**src/rtl/mdu_seq_pkg.sv**
```systemverilog
// ============================================================================
// mdu_seq_pkg : shared types and constants for the multiply/divide sequencer
// Rev 1.0
// ============================================================================
`default_nettype none

package mdu_seq_pkg;

  typedef enum logic [2:0] {
    IDLE = 3'd0,
    MUL  = 3'd1,
    DIV  = 3'd2,
    FIX  = 3'd3,
    DONE = 3'd4
  } mdu_state_enum;

  localparam int MDU_DIV_ITERS = 32;

endpackage

`default_nettype wire

```
**src/rtl/mdu_seq_if.sv**
```systemverilog
// ============================================================================
// mdu_seq_if : EXE-side request/result bundle for the multiply/divide sequencer
// Rev 1.0
// ============================================================================
`default_nettype none

interface mdu_seq_if #(
  parameter int WIDTH = 32
);

  logic             mdu_start;
  logic             mdu_is_div;
  logic             mdu_sign;
  logic [WIDTH-1:0] mdu_src1;
  logic [WIDTH-1:0] mdu_src2;
  logic             mdu_flush;
  logic             mdu_stall_req;
  logic             mdu_hilowe;
  logic [WIDTH-1:0] mdu_hi;
  logic [WIDTH-1:0] mdu_lo;

  modport master (
    output mdu_start, mdu_is_div, mdu_sign, mdu_src1, mdu_src2, mdu_flush,
    input  mdu_stall_req, mdu_hilowe, mdu_hi, mdu_lo
  );

  modport slave (
    input  mdu_start, mdu_is_div, mdu_sign, mdu_src1, mdu_src2, mdu_flush,
    output mdu_stall_req, mdu_hilowe, mdu_hi, mdu_lo
  );

endinterface

`default_nettype wire

```
**src/rtl/mdu_seq_div_step.sv**
```systemverilog
// ============================================================================
// mdu_seq_div_step : one combinational restoring-divide iteration
// Rev 1.0
// ============================================================================
`default_nettype none

module mdu_seq_div_step #(
  parameter int WIDTH = 32
) (
  input  wire logic [WIDTH-1:0] rem_i,
  input  wire logic             dvd_bit_i,
  input  wire logic [WIDTH-1:0] divisor_i,
  output logic      [WIDTH-1:0] rem_o,
  output logic                  qbit_o
);

  logic [WIDTH:0] w_shift;
  logic [WIDTH:0] w_diff;

  // The shifted remainder is below 2*divisor, so the msb of the difference
  // is set exactly when the trial subtraction goes negative.
  assign w_shift = {rem_i, dvd_bit_i};
  assign w_diff  = w_shift - {1'b0, divisor_i};
  assign qbit_o  = ~w_diff[WIDTH];
  assign rem_o   = qbit_o ? w_diff[WIDTH-1:0] : w_shift[WIDTH-1:0];

endmodule

`default_nettype wire

```
**src/rtl/mdu_seq.sv**
```systemverilog
// ============================================================================
// mdu_seq : EXE-stage MULT/MULTU/DIV/DIVU sequencer producing HI/LO
// Rev 1.0
// ============================================================================
`default_nettype none

module mdu_seq
  import mdu_seq_pkg::*;
#(
  parameter int WIDTH = MDU_DIV_ITERS
) (
  input wire logic    cpu_clk,
  input wire logic    cpu_rst,
  mdu_seq_if.slave    bus
);

  localparam int CW = $clog2(WIDTH);

  mdu_state_enum    state_q, state_d;
  logic [CW-1:0]    cnt_q, cnt_d;
  logic [WIDTH-1:0] opa_q, opa_d;
  logic [WIDTH-1:0] opb_q, opb_d;
  logic [WIDTH-1:0] rem_q, rem_d;
  logic [WIDTH-1:0] hi_q, hi_d;
  logic [WIDTH-1:0] lo_q, lo_d;
  logic             sign_q, sign_d;
  logic             negq_q, negq_d;
  logic             negr_q, negr_d;

  logic               w_accept;
  logic               w_a_neg;
  logic               w_b_neg;
  logic [WIDTH-1:0]   w_a_abs;
  logic [WIDTH-1:0]   w_b_abs;
  logic [2*WIDTH-1:0] w_ext_a;
  logic [2*WIDTH-1:0] w_ext_b;
  logic [2*WIDTH-1:0] w_prod;
  logic [WIDTH-1:0]   w_step_rem;
  logic               w_step_qbit;

  assign w_accept = (state_q == IDLE) & bus.mdu_start & ~bus.mdu_flush;
  assign w_a_neg  = bus.mdu_sign & bus.mdu_src1[WIDTH-1];
  assign w_b_neg  = bus.mdu_sign & bus.mdu_src2[WIDTH-1];
  assign w_a_abs  = w_a_neg ? -bus.mdu_src1 : bus.mdu_src1;
  assign w_b_abs  = w_b_neg ? -bus.mdu_src2 : bus.mdu_src2;

  // Extending to 2*WIDTH makes one unsigned multiply serve both modes.
  assign w_ext_a = {{WIDTH{sign_q & opa_q[WIDTH-1]}}, opa_q};
  assign w_ext_b = {{WIDTH{sign_q & opb_q[WIDTH-1]}}, opb_q};
  assign w_prod  = w_ext_a * w_ext_b;

  mdu_seq_div_step #(
    .WIDTH (WIDTH)
  ) u_div_step (
    .rem_i     (rem_q),
    .dvd_bit_i (opa_q[WIDTH-1]),
    .divisor_i (opb_q),
    .rem_o     (w_step_rem),
    .qbit_o    (w_step_qbit)
  );

  always_comb begin
    state_d = state_q;
    cnt_d   = cnt_q;
    opa_d   = opa_q;
    opb_d   = opb_q;
    rem_d   = rem_q;
    hi_d    = hi_q;
    lo_d    = lo_q;
    sign_d  = sign_q;
    negq_d  = negq_q;
    negr_d  = negr_q;
    case (state_q)
      IDLE: begin
        if (w_accept) begin
          sign_d = bus.mdu_sign;
          if (!bus.mdu_is_div) begin
            opa_d   = bus.mdu_src1;
            opb_d   = bus.mdu_src2;
            state_d = MUL;
          end else if (bus.mdu_src2 != '0) begin
            opa_d   = w_a_abs;
            opb_d   = w_b_abs;
            rem_d   = '0;
            cnt_d   = '0;
            negq_d  = w_a_neg ^ w_b_neg;
            negr_d  = w_a_neg;
            state_d = DIV;
          end else begin
            hi_d    = bus.mdu_src1;
            lo_d    = '1;
            state_d = DONE;
          end
        end
      end
      MUL: begin
        if (bus.mdu_flush) begin
          state_d = IDLE;
        end else begin
          hi_d    = w_prod[2*WIDTH-1:WIDTH];
          lo_d    = w_prod[WIDTH-1:0];
          state_d = DONE;
        end
      end
      DIV: begin
        // opa_q shifts the dividend out of its top while quotient bits enter below.
        if (bus.mdu_flush) begin
          state_d = IDLE;
        end else begin
          rem_d = w_step_rem;
          opa_d = {opa_q[WIDTH-2:0], w_step_qbit};
          cnt_d = cnt_q + 1'b1;
          if (cnt_q == CW'(WIDTH - 1)) begin
            state_d = FIX;
          end
        end
      end
      FIX: begin
        if (bus.mdu_flush) begin
          state_d = IDLE;
        end else begin
          hi_d    = negr_q ? -rem_q : rem_q;
          lo_d    = negq_q ? -opa_q : opa_q;
          state_d = DONE;
        end
      end
      DONE: begin
        state_d = IDLE;
      end
      default: begin
        state_d = IDLE;
      end
    endcase
  end

  always_ff @(posedge cpu_clk) begin
    if (cpu_rst) begin
      state_q <= IDLE;
      cnt_q   <= '0;
      opa_q   <= '0;
      opb_q   <= '0;
      rem_q   <= '0;
      hi_q    <= '0;
      lo_q    <= '0;
      sign_q  <= 1'b0;
      negq_q  <= 1'b0;
      negr_q  <= 1'b0;
    end else begin
      state_q <= state_d;
      cnt_q   <= cnt_d;
      opa_q   <= opa_d;
      opb_q   <= opb_d;
      rem_q   <= rem_d;
      hi_q    <= hi_d;
      lo_q    <= lo_d;
      sign_q  <= sign_d;
      negq_q  <= negq_d;
      negr_q  <= negr_d;
    end
  end

  assign bus.mdu_stall_req = w_accept | (state_q == MUL) | (state_q == DIV) | (state_q == FIX);
  assign bus.mdu_hilowe    = (state_q == DONE) & ~bus.mdu_flush;
  assign bus.mdu_hi        = hi_q;
  assign bus.mdu_lo        = lo_q;

endmodule

`default_nettype wire

```
**src/flat_wrapper.sv**
```systemverilog
// flat-port wrapper written by rule: the top's interface ports become plain ports
module mdu_seq_flat import mdu_seq_pkg::*;
#(
  parameter int WIDTH = MDU_DIV_ITERS
)
  (cpu_clk, cpu_rst, bus_mdu_start, bus_mdu_is_div, bus_mdu_sign, bus_mdu_src1, bus_mdu_src2, bus_mdu_flush, bus_mdu_stall_req, bus_mdu_hilowe, bus_mdu_hi, bus_mdu_lo);
  mdu_seq_if #(.WIDTH(WIDTH)) bus_i ();
  input wire logic cpu_clk;
  input wire logic cpu_rst;
  input wire logic [$bits(bus_i.mdu_start)-1:0] bus_mdu_start;
  input wire logic [$bits(bus_i.mdu_is_div)-1:0] bus_mdu_is_div;
  input wire logic [$bits(bus_i.mdu_sign)-1:0] bus_mdu_sign;
  input wire logic [$bits(bus_i.mdu_src1)-1:0] bus_mdu_src1;
  input wire logic [$bits(bus_i.mdu_src2)-1:0] bus_mdu_src2;
  input wire logic [$bits(bus_i.mdu_flush)-1:0] bus_mdu_flush;
  output wire logic [$bits(bus_i.mdu_stall_req)-1:0] bus_mdu_stall_req;
  output wire logic [$bits(bus_i.mdu_hilowe)-1:0] bus_mdu_hilowe;
  output wire logic [$bits(bus_i.mdu_hi)-1:0] bus_mdu_hi;
  output wire logic [$bits(bus_i.mdu_lo)-1:0] bus_mdu_lo;
  assign bus_i.mdu_start = bus_mdu_start;
  assign bus_i.mdu_is_div = bus_mdu_is_div;
  assign bus_i.mdu_sign = bus_mdu_sign;
  assign bus_i.mdu_src1 = bus_mdu_src1;
  assign bus_i.mdu_src2 = bus_mdu_src2;
  assign bus_i.mdu_flush = bus_mdu_flush;
  assign bus_mdu_stall_req = bus_i.mdu_stall_req;
  assign bus_mdu_hilowe = bus_i.mdu_hilowe;
  assign bus_mdu_hi = bus_i.mdu_hi;
  assign bus_mdu_lo = bus_i.mdu_lo;
  mdu_seq #(.WIDTH(WIDTH)) u_core (.cpu_clk(cpu_clk), .cpu_rst(cpu_rst), .bus(bus_i));
endmodule
```
**config.mk**
```make
export PLATFORM = sky130hd
export DESIGN_NAME = mdu_seq_flat
export DESIGN_NICKNAME = d
export VERILOG_FILES = /design/src/rtl/mdu_seq_pkg.sv /design/src/rtl/mdu_seq_if.sv /design/src/rtl/mdu_seq_div_step.sv /design/src/rtl/mdu_seq.sv /design/src/flat_wrapper.sv
export SDC_FILE = /design/constraint.sdc
export NUM_CORES = 2
export LEC_CHECK = 0
export CORE_MARGIN = 1
export CORE_UTILIZATION = 28
export DETAILED_ROUTE_END_ITERATION = 8
export GPL_TIMING_DRIVEN = 0
export HOLD_SLACK_MARGIN = 0.15
export PLACE_DENSITY = 0.52
export RECOVER_POWER = 25
export SETUP_SLACK_MARGIN = 0.1
export SLEW_MARGIN = 25
export SYNTH_ARGS = -nofsm -noshare
export SYNTH_HDL_FRONTEND = slang
export SYNTH_HIERARCHICAL = 1
export SYNTH_SLANG_ARGS = --single-unit
```
**constraint.sdc**
```tcl
create_clock -name cpu_clk -period 8.03 [get_ports cpu_clk]
set_clock_uncertainty 0.15 [all_clocks]
set_input_delay 0.803 -clock cpu_clk [delete_from_list [all_inputs] [get_ports cpu_clk]]
set_output_delay 0.803 -clock cpu_clk [all_outputs]
set_load 0.03 [all_outputs]
```
; Word level (Yosys, flattened, before mapping)
; Index checks and enable logic that the tools add are counted.
[totals]
out_inout_bits = 66
ff_bits = 171
mem_count = 0
latch_bits = 0
ramBits = 0
romBits = 0
[op_classes]
mux = 41
multipliers = 1
bitwise_logic = 13
order_cmp = 0
shifts = 0
n_reduce_logical = 12
n_div = 0
n_eq_ne = 15
addsub = 6
[ops]
columns = cell, count
row1 = $mux W32, 25
row2 = $pmux W32 S3, 2
row3 = $neg A32 Y32, 4
row4 = $pmux W32 S2, 2
row5 = $mul A33 B33 Y64, 1
row6 = $sub A33 B32 Y33, 1
row7 = $reduce_bool A32 Y1, 1
row8 = $mux W5, 4
row9 = $mux W3, 6
row10 = $ne A2 B2 Y1 const B, 6
row11 = $pmux W5 S2, 1
row12 = $pmux W3 S3, 1
row13 = $reduce_and A4 Y1, 2
row14 = $and A1 B1 Y1, 7
row15 = $eq A3 B2 Y1 const B, 2
row16 = $reduce_and A6 Y1, 1
row17 = $add A5 B1 Y5 const B, 1
row18 = $eq A5 B5 Y1 const B, 1
row19 = $reduce_and A5 Y1, 1
row20 = $ne A2 B1 Y1 const B, 2
row21 = $reduce_and A2 Y1, 2
row22 = $eq A3 B1 Y1 const B, 1
row23 = $eq A3 B3 Y1 const B, 1
row24 = $logic_not A3 Y1, 1
row25 = other kinds (9), 12

; Logic depth before layout (Yosys ltp)
[logic_depth]
ltp_word = 6
depth_mapped = 31
depth_no_buf = 28

; Cells and area by module
; Netlist, hierarchy kept.
[modules_own_cells]
columns = module, area_per_inst_um2, instances, cells_each
row1 = mdu_seq, 47735.8, 1, 5528
row2 = mdu_seq_div_step, 2358.5, 1, 305

; Worst setup path before layout
; OpenSTA, ideal clock, no wires.
[synth_timing]
kind = reg-to-reg
startpoint = register u_core.opa_q[31]
endpoint = register u_core.hi_q[28], in the netlist u_core/bus.mdu_hi[28]
path_slack_ps = -580
arrival_time_ps = 8369
path_buffers = 3
period_less_slack_ps = 8610
path_stages_with_launch = 32
cell_sequence = dfxtp_1 clkbuf_1 and2_1 clkbuf_1 nand2_1 inv_1 fa_1 inv_1 fa_1 inv_1 fa_1 fa_1 inv_1 fa_1 inv_1 fa_1 inv_1 fa_1 fa_1 inv_1 ha_1 clkbuf_1 nand3_1 nor3_1 and4_1 o311ai_0 o211ai_1 a31oi_1 o21ai_0 nor2_1 or4_1 a311oi_1
[synth_via]
elab_chain_cells = 4
[synth_rtl]
columns = item, line_no
row1 = "start, declared", mdu_seq.sv:21  ; logic [WIDTH-1:0] opa_q, opa_d;
row2 = "start signal, assigned", mdu_seq.sv:151  ; opa_q <= opa_d;
row3 = $and A1 B1 Y1, mdu_seq.sv:48  ; assign w_ext_a = {{WIDTH{sign_q & opa_q[WIDTH-1]}}, opa_q};
row4 = $mul A33 B33 Y64 (*), mdu_seq.sv:50  ; assign w_prod = w_ext_a * w_ext_b;
row5 = $mux W32 (*), mdu_seq.sv:97  ; if (bus.mdu_flush) begin
row6 = $pmux W32 S3 (*), mdu_seq.sv:73  ; case (state_q)
row7 = "end signal, assigned", mdu_seq.sv:154  ; hi_q <= hi_d;
row8 = "end, declared", mdu_seq.sv:24  ; logic [WIDTH-1:0] hi_q, hi_d;
; Every way passes the cells marked *; elsewhere a longest branch is shown, timed or not. The select of a mux whose other input is x is not followed.
; A chain may end at the register's enable or synchronous reset.

; Worst setup path in the final report
[layout_timing]
startpoint = register u_core.opa_q[31]
endpoint = register u_core.hi_q[19], in the netlist u_core/bus.mdu_hi[19]
; The elaborated chain is that of the path after synthesis.

==> summary.md <==
| Metric | Value |
|---|---|
| Count of final setup violators | `24` |
| Slowest cell on the critical path | `fa_2` |
| Ys async rst share | `0` |
| Total grt overflow | `0` |
| Reg-to-Reg End | `u_core/bus.mdu_hi[19]` |
| Netlist cell types | `87` |
| Tcrit/Tclk final | `1.05` |
| CTS tree | `built` |
| Crit Path Max Fanout | `7` |
| Die H | `approximately 420 um` |
| Comb pwr share | `0.673` |
| Min-Delay Endpoint | `u_core/bus.mdu_hi[24]` |
| Vias | `roughly 44,000` |
| Worst slew pin tran | `between 1000 and 1500 ps` |
| Post-route ant nets | `0` |
| Num CTS Buffers | `17` |
| R2r setup slk | `-370 ps` |
| Area fraction of the dominant cell type after synthesis | `0.450` |
| Setup ws final | `-372 ps` |
| Core area | `177,000 sq um` |
| Max-cap violations | `0` |
| Starting DRC count in detailed routing | `~4,100` |
| Number of flops mapped to enable cells by yosys | `0` |
| Worst r2r path cells | `29` |
| Initial antenna violation count | `13` |
| Synth cell count leaders | `inv_1 (1,173), fa_1 (1,126), nand2_1 (880)` |
| Routed len/inst | `around 25 um` |
| Failing checks | `setup timing` |
| Largest area contributor in the netlist | `fa_1` |
| Power Total | `about 5700 uW` |
| Post-route setup TNS | `-4370 ps` |
| CTS Buffer Depth | `2` |
| Clock slew at reported path FFs | `about 80 ps` |
| Top cells by area, synth | `fa_1 (45%), inv_1 (8.8%), dfxtp_1 (6.8%), nand2_1 (6.6%), ha_1 (6.2%)` |
| Post-Syn Instances | `5,833` |
| Share of cells above drive strength 1 | `0.164` |
| Sequential share of the synthesized area | `0.0683` |
| Starting Density | `0.283` |
| Ports | `~140` |
| Min-Delay Path Depth | `2` |
| WL final | `218,000 um` |
| Fin util | `0.351` |
| Critical path data arrival time | `between 8000 and 9000 ps` |
| Vias per cell | `5.06` |
| GRT Util Overall | `0.240` |
| Syn. warnings | `6` |
| Most frequent cell after synthesis | `inv_1` |
| Seq pwr share | `0.167` |
| Fin cells | `between 8,000 and 9,000` |
| CTS root buffer | `clkbuf_16` |
| Internal | `~2900 uW` |
| Worst Setup Start Kind | `flip-flop` |
| CP Capture Type | `flip-flop` |
| WP data required | `between 8000 and 9000 ps` |
| Hold path start | `u_core/bus.mdu_hi[24]` |
| Max IR drop VDD | `approximately 0.00015 V` |
| First-pass GRT wire length | `approximately 310,000 um` |
| Leak | `approximately 0.028 uW` |
| Post-Syn Area per Cell | `about 8.6 sq um` |
| Placed insts | `8,307` |
| Max Fclk | `between 100 and 150 MHz` |
| Die area | `about 180,000 sq um` |
| Die X | `roughly 420 um` |
| H-tree depth | `4` |
| Drt pass-1 iters | `7` |
| Rel. slew slack | `0.243` |
| Clock share of power | `0.160` |
| Status | `complete, but fails checks` |
| Crit path top cell by count | `fa_1` |
| HP Class | `flip-flop to flip-flop` |
| Switching Share | `0.498` |
| Most used DFF post-synth | `dfxtp_1` |
| Switching power | `approximately 2800 uW` |
| Final min period | `about 8400 ps` |
| Synthesized Nets | `7,279` |
| Max incr delay on CP | `around 700 ps` |
| R2R Path Start | `u_core/opa_q[31]` |
| Buffers on Ports | `about 130` |
| Std-Cell Rows | `around 150` |
| Hold-fix buffers, CTS | `0` |
| Max-slew violation count | `0` |
| P&R area growth vs syn | `24.0%` |
| PwrDens | `roughly 91 nW/um^2` |
| HPWL Detailed | `roughly 180,000 um` |
| Largest net degree at the start of global routing | `20` |
| Gpl congestion | `~1` |
| Vias in the first global route | `44,500` |
| RSZ-0062 raised after global routing | `yes` |
| Synth Register Bits | `171` |
| NumNets Final | `~7,700` |
| Synthesized area | `50,100 sq um` |
| Residual DRC | `0` |
| Clk sinks | `approximately 170` |
| WS Path Type | `flip-flop to flip-flop` |
| Final Hold Violating Endpoints | `0` |
| Clk Latency, worst-skew pair | `between 400 and 500 ps` |
[cells in the final DEF (no fill, tap or decap), drive strengths merged, types with 20 or more instances in the layout]
master and n:
dlygate4sd3 51, xnor2 129, dfxtp 171, nand3 76
buf 406, nand4 26, fa 1126, nor3 63
and3 36, xor2 84, mux2 24, a21o 43
clkbuf 248, o21ai 121, nor4 20, a211oi 97
inv 1174, clkdlybuf4s50 81, and2 352, o31ai 29
nor2 285, a21oi 204, nand2 880, ha 250
[final cells by class]
class                   instances  area [sq um]
inverters                    1175          4450
well taps                    2340          2930
flip-flops and latches        171          3540
plain buffers                 358          4150
multi-input cells            4113         42600
clock inverters                15           186
diodes                          4          10.0
clock buffers                  17           425
repair buffers                412          3810
fillers                     18400        115000
[layer usage]
layer | track usage | up-vias | wire, um
li1 | - | 18600 | -
met3 | 0.0475 | 439 | 20000
met2 | 0.381 | 2064 | 98900
met4 | 0.107 | 6 | 12100
met5 | 0 | - | 34
met1 | 0.316 | 22400 | 87200
[flip-flops by register name, summed over array words and instances, names as in the netlist]
name	count
u_core/state_q	3
u_core/cnt_q	5
u_core/bus.mdu_hi	32
u_core/negq_q	1
u_core/sign_q	1
u_core/opa_q	32
u_core/negr_q	1
u_core/rem_q	32
u_core/opb_q	32
u_core/bus.mdu_lo	32
[logic make-up (layout without fill, tap and decap cells)]
group / count (synthesis) / in the layout / synth area share
mux: 34 / 34 / 0.00907
compound gates: 660 / 660 / 0.0856
other cells: 0 / 4 / 0
fa+ha+maj: 1376 / 1376 / 0.512
simple gates: 1830 / 1830 / 0.169
flops: 171 / 171 / 0.0683
buf+inv: 1549 / 1977 / 0.118
xor+xnor: 213 / 213 / 0.0372
[how the worst max path moves through the flow]
stage                     cells past startpoint        startpoint                    end
after global routing                         29  u_core/opa_q[31]  u_core/bus.mdu_hi[29]
after CTS                                    29  u_core/opa_q[31]  u_core/bus.mdu_hi[29]
after detailed placement                     29  u_core/opa_q[20]  u_core/bus.mdu_hi[28]
after floorplan                              31  u_core/opa_q[31]  u_core/bus.mdu_hi[28]
after global placement                       28  u_core/opa_q[14]  u_core/bus.mdu_hi[19]
final                                        29  u_core/opa_q[31]  u_core/bus.mdu_hi[19]
[per-stage QoR]
stage               hold WS [ps]  worst slack [ps]  area, sq um
finish                       308              -372        62100
global route                 330              -544        62100
global placement             295             -3120        54400
detailed placement           299             -2700        54500
floorplan                    286              39.2        50200
CTS                          308              -520        60000
[power by group through the flow]
| stage | sequential (uW) | combinational, uW | clock, uW |
|---|---|---|---|
| finish | 948 | 3820 | 910 |
| global route | 950 | 4010 | 954 |
| CTS | 947 | 3420 | 920 |
| detailed placement | 966 | 2860 | 0 |
| global placement | 965 | 2860 | 0 |
| floorplan | 941 | 1630 | 0 |
[critical path, delay by kind of cell, from the launching register on]
family          cells  cell delay, ps
compound gates      9            1700
xor+xnor            1             150
fa+ha+maj           9            4700
buf+inv             8             840
flops               1             340
simple gates        2             310
[what timing repair did]
| action | 4_1_cts | 5_1_grt |
|---|---|---|
| resized for setup | 1024 | 340 |
| pin swaps | 146 | 168 |
| endpoints found under the hold margin | 0 | 0 |
| setup buffers | 148 | 126 |
| setup endpoints to repair | 49 | 39 |
| gates cloned | 3 | 1 |
Power figures use the tool's default switching activity.
